===== src/rtl/lenet_sequencer.sv =====
// rtl/lenet_sequencer.sv - frame controller for the LeNet layer engines
// Launches each stage in turn with a hang watchdog, then picks the clamped argmax class.
module lenet_sequencer #(
  parameter int BITWIDTH       = 8,
  parameter int NUM_STAGES     = 4,
  parameter int NUM_CLASSES    = 10,
  parameter int TIMEOUT_CYCLES = 65535
) (
  input  logic                   clk,
  input  logic                   reset,
  input  logic                   start,
  input  logic                   abort,
  output logic [NUM_STAGES-1:0]  stage_start,
  input  logic [NUM_STAGES-1:0]  stage_done,
  output logic [3:0]             score_index,
  input  logic [BITWIDTH-1:0]    score_data,
  output logic                   busy,
  output logic                   done,
  output logic                   error,
  output logic [3:0]             class_out,
  output logic [NUM_CLASSES-1:0] led
);

  localparam int              KW           = (NUM_STAGES > 1) ? $clog2(NUM_STAGES) : 1;
  localparam logic [KW-1:0]   LAST_STAGE   = KW'(NUM_STAGES - 1);
  localparam logic [3:0]      LAST_CLASS   = 4'(NUM_CLASSES - 1);
  localparam logic [15:0]     TIMEOUT_LAST = 16'(TIMEOUT_CYCLES - 1);

  typedef enum logic [2:0] {
    S_IDLE,
    S_LAUNCH,
    S_WAIT,
    S_SCAN,
    S_DONE
  } state_t;

  state_t                 state, state_nxt;
  logic [KW-1:0]          stage, stage_nxt;
  logic [15:0]            timer, timer_nxt;
  logic [3:0]             idx, idx_nxt;
  logic [BITWIDTH-1:0]    best, best_nxt;
  logic [3:0]             best_idx, best_idx_nxt;
  logic                   error_nxt;
  logic [3:0]             class_nxt;
  logic [NUM_CLASSES-1:0] led_nxt;

  // Negative scores count as zero, so an all-negative vector resolves to class 0.
  logic [BITWIDTH-1:0]    clamped;
  logic                   take;

  assign clamped = score_data[BITWIDTH-1] ? '0 : score_data;
  assign take    = (clamped > best);

  always_ff @(posedge clk or negedge reset) begin
    if (!reset) begin
      state     <= S_IDLE;
      stage     <= '0;
      timer     <= '0;
      idx       <= '0;
      best      <= '0;
      best_idx  <= '0;
      error     <= 1'b0;
      class_out <= '0;
      led       <= '0;
    end else begin
      state     <= state_nxt;
      stage     <= stage_nxt;
      timer     <= timer_nxt;
      idx       <= idx_nxt;
      best      <= best_nxt;
      best_idx  <= best_idx_nxt;
      error     <= error_nxt;
      class_out <= class_nxt;
      led       <= led_nxt;
    end
  end

  always_comb begin
    state_nxt    = state;
    stage_nxt    = stage;
    timer_nxt    = timer;
    idx_nxt      = idx;
    best_nxt     = best;
    best_idx_nxt = best_idx;
    error_nxt    = error;
    class_nxt    = class_out;
    led_nxt      = led;
    stage_start  = '0;
    busy         = (state != S_IDLE);
    done         = 1'b0;
    score_index  = 4'd0;

    case (state)
      S_IDLE: begin
        if (start) begin
          state_nxt = S_LAUNCH;
          stage_nxt = '0;
          timer_nxt = '0;
          error_nxt = 1'b0;
        end
      end
      S_LAUNCH: begin
        stage_start = NUM_STAGES'(1) << stage;
        timer_nxt   = '0;
        state_nxt   = S_WAIT;
      end
      S_WAIT: begin
        // Completion wins over the watchdog when both land in the same cycle.
        if (stage_done[stage]) begin
          if (stage == LAST_STAGE) begin
            idx_nxt      = '0;
            best_nxt     = '0;
            best_idx_nxt = '0;
            state_nxt    = S_SCAN;
          end else begin
            stage_nxt = stage + KW'(1);
            state_nxt = S_LAUNCH;
          end
        end else if (timer == TIMEOUT_LAST) begin
          error_nxt = 1'b1;
          state_nxt = S_IDLE;
        end else begin
          timer_nxt = timer + 16'd1;
        end
      end
      S_SCAN: begin
        score_index = idx;
        if (take) begin
          best_nxt     = clamped;
          best_idx_nxt = idx;
        end
        if (idx == LAST_CLASS) begin
          class_nxt = take ? idx : best_idx;
          led_nxt   = NUM_CLASSES'(1) << class_nxt;
          state_nxt = S_DONE;
        end else begin
          idx_nxt = idx + 4'd1;
        end
      end
      S_DONE: begin
        done      = 1'b1;
        state_nxt = S_IDLE;
      end
      default: state_nxt = S_IDLE;
    endcase

    // Abort drops the frame without touching the sticky/latched results.
    if (abort && (state != S_IDLE)) begin
      state_nxt   = S_IDLE;
      stage_start = '0;
      busy        = 1'b0;
      error_nxt   = error;
      class_nxt   = class_out;
      led_nxt     = led;
    end
  end

endmodule


===== config.mk =====
export PLATFORM = sky130hd
export DESIGN_NAME = lenet_sequencer
export DESIGN_NICKNAME = d
export VERILOG_FILES = /design/src/rtl/lenet_sequencer.sv
export SDC_FILE = /design/constraint.sdc
export NUM_CORES = 1
export LEC_CHECK = 0
export BUFFER_PORTS_ARGS = -buffer_cell sky130_fd_sc_hd__buf_2
export CAP_MARGIN = 0
export CORE_ASPECT_RATIO = 0.9
export CORE_UTILIZATION = 50
export DETAILED_ROUTE_END_ITERATION = 6
export GPL_TIMING_DRIVEN = 1
export PLACE_DENSITY = 0.7
export SLEW_MARGIN = 20
export SYNTH_ARGS = -nofsm -noshare
export SYNTH_HDL_FRONTEND = slang
export SYNTH_SLANG_ARGS = --single-unit

===== constraint.sdc =====
create_clock -name clk -period 2.3 [get_ports clk]
set_input_delay 0.115 -clock clk [delete_from_list [all_inputs] [get_ports clk]]
set_output_delay 0.115 -clock clk [all_outputs]
set_load 0.005 [all_outputs]

==> results.toml <==
[placed_design]
hpwl_mm = 4.604
port-buffer-count = 40
gp_congestion = 0.8095
dpl_cell_area_mm2 = 0.003307

[worst_setup_path]
max_stage_delay_ps = 700
cp_max_fo = 10
critical_path_class = "reg -> reg"
critical_path_arrival_ps = 2440
crit_family = "compound AO/OA/AOI/OAI gates"
cp-start-kind = "flop"
cp.required_ps = 2530
critPathCaptureType = "flop"
crit_chain = "inv_1, ha_1, and3_1, and4_1, a211oi_2, mux2i_1"
slowest_stage = "a211oi_2"
cp_num_buf_inv = 1

[outcome]
failed_checks = "DRC"
status = "complete, but fails checks"

[sta]
period_needed_ps = 2204
hold_viol_final = 0
setup_violations = 0
max_freq_mhz = 453.8
slew_headroom = 0.4689
tightest_slew_ps = 795.1
drv_slew = 0
post-route-period-util = 0.9582
fin_skew_ps = 5.959
whs_ps = 53.76
rsz0062_at_grt = "false"
setup_tns_ps = 0

[clock_network]
cts_root_buffer = "clkbuf_8"
clock-sinks = 51
cts_tree = "yes"
numCtsBuffers = 5
clockBufferDepth = 2
cts.htree.levels = 2
clk_latency_ps = 310
clk_pin_slew_ps = 90

[detailed_routing]
drt_iter0_drc = 115
wirelength_mm = 6.501
postRouteAntennaNets = 0
drc = 2
vias = 2504
wl_per_cell_um = 14.98
drt-pass1-iter-count = 6
via_per_inst = 5.770

[grt]
met2_usage = 0.3406
use_met1 = 0.3149
first_global_vias = 2203
met3_usage = 0.03575
grt_first_pass_wirelength_mm = 10.84
grtUsageTotal = 0.2165
gr-total-overflow = 0
grt_busiest_layer = "met2"
antenna_found_initial = 0
grt_max_degree = 28

[synthesis]
async_flop_share = 1.000
yosys.area_share.xor_xnor = 0.002903
synthMostInstantiatedCell = "dfrtp_1"
synthFlopType = "dfrtp_1"
synth_cell_types = 59
synth_top_area_frac = 0.4231
synth_area_leaders = "dfrtp_1 42%, ha_1 6.2%, nand2_1 4.7%"
ys_seq_area_frac = 0.4231
synth_largest_area_cell = "dfrtp_1"
synth-compound-area-share = 0.1846
synth_area_per_cell_um2 = 9.486
ys_seq_elements = 51
yosys-top-cells-count = "51 x dfrtp_1, 38 x nand2_1, 20 x o21ai_0"
synth_top_family_by_area = "simple AND/OR/NAND/NOR gates"
ys_warn_count = 0
synth_fa_ha_area_frac = 0.06221
synth_nets = 349
post_synth_and_or_nand_nor_area_fraction = 0.2551
synthCells = 318
syn_area_mm2 = 0.003017
synth.area.mux_share = 0.02779
synth_edf_count = 0

[power_and_ir_drop]
ir_worst_vdd_mv = 0.4335
cellLeakagePower_nw = 1.626
total_power_w = 0.002668
p_per_area_mw_per_mm2 = 767.7

[final_layout]
final_cell_area_mm2 = 0.003476
drive_above_1_share = 0.2280
fill_cells = 531
post-route-util = 0.6037
final_nets = 394
syn_to_final_growth_pct = 15.22
antenna_cells = 0

[floorplanning]
rows = 26
initial_core_util = 0.5239
die_w_um = 83.88
die_area_mm2 = 0.006349
io_pins = 41
core_area_mm2 = 0.005758
dieHeight_um = 75.69

[worst_hold_path]
hold_class = "in -> reg"

[job]
maxCapViolations = 0
## layer usage
layer	share of wire	up-vias
met5	0	-
met4	0.0088	0
met3	0.027	6
met2	0.43	38
met1	0.53	1204
li1	-	1256
## state kept, by name, indices dropped and copies added (netlist names), 2 cells and up
register	count
stage	2
timer	16
state	3
best	7
best_idx	4
led	10
class_out	4
idx	4
## worst reg2reg max path: stages, from the launching register on
cell and delay, ps:
dfrtp_1 330, inv_1 50, ha_1 310, and3_1 220
and4_1 270, a211oi_2 700, mux2i_1 260
## power breakdown
part | switching (W) | internal [W]
sequential | 0.000141 | 0.00104
clock | 0.000303 | 0.000213
combinational | 0.000557 | 0.000410
## metrics by stage
stage	instances	worst slack, ps
detailed placement	423	-246.8
global route	434	1.092
finish	434	96.25
CTS	433	33.64
global placement	423	-142.6
floorplan	318	230.2
## final cells by class
class	instances	area (um^2)	share of cell area
Clock buffer	6	72.57	0.02088
Multi-Input combinational cell	239	1678	0.4827
Sequential cell	51	1276	0.3672
Timing Repair Buffer	53	300.3	0.08639
Tap cell	70	87.58	0.02520
Clock inverter	2	12.51	0.003600
Inverter	13	48.80	0.01404
## path summary, 6_finish.rpt
| path | cells past startpoint | slack (ps) | startpoint | endpoint |
|---|---|---|---|---|
| worst min-delay path | 2 | 50 | abort | state[1] |
| max in group asynchronous | 3 | 1350 | reset | best[0] |
| min in group asynchronous | 2 | 330 | reset | led[6] |
| worst min register to register | 2 | 480 | class_out[0] | class_out[0] |
| worst max-delay path | 6 | 100 | best[6] | best[0] |
| worst max register to register | 6 | 100 | best[6] | best[0] |
## layout by cell type (no fill, tap or decap), types with 4 or more instances in the layout
master    Yosys  routed
nor2_1        9       9
buf_4         1      12
or4_1         4       4
nand2_1      38      38
nor3b_1       8       8
and2_1       11      11
a21oi_1      12      11
ha_1         15      15
nor2b_1       7       7
nand3_1       9       9
clkbuf_8      0       5
or3_1        10       9
o21ai_0      20      20
dfrtp_1      51      51
buf_2         5      40
inv_1        13      13
nand4_1       7       7
mux2i_1       5       5
and3_1        6       6
o21a_1        4       4
a21o_1       10      10
nand2b_1      5       5
## what timing repair did
item	in CTS	in global routing
endpoints found under the setup margin	14	18
hold endpoints to repair	22	0
hold buffers	1	0
gates cloned	0	1
buffers inserted	1	0
pin swaps	1	2
resized for setup	2	7
## cell families after synthesis
family,after synthesis
simple gates,134
mux,7
flops,51
fa+ha+maj,15
buf+inv,29
xor+xnor,1
compound gates,81
No activity file was read; power rests on OpenSTA's default activity.
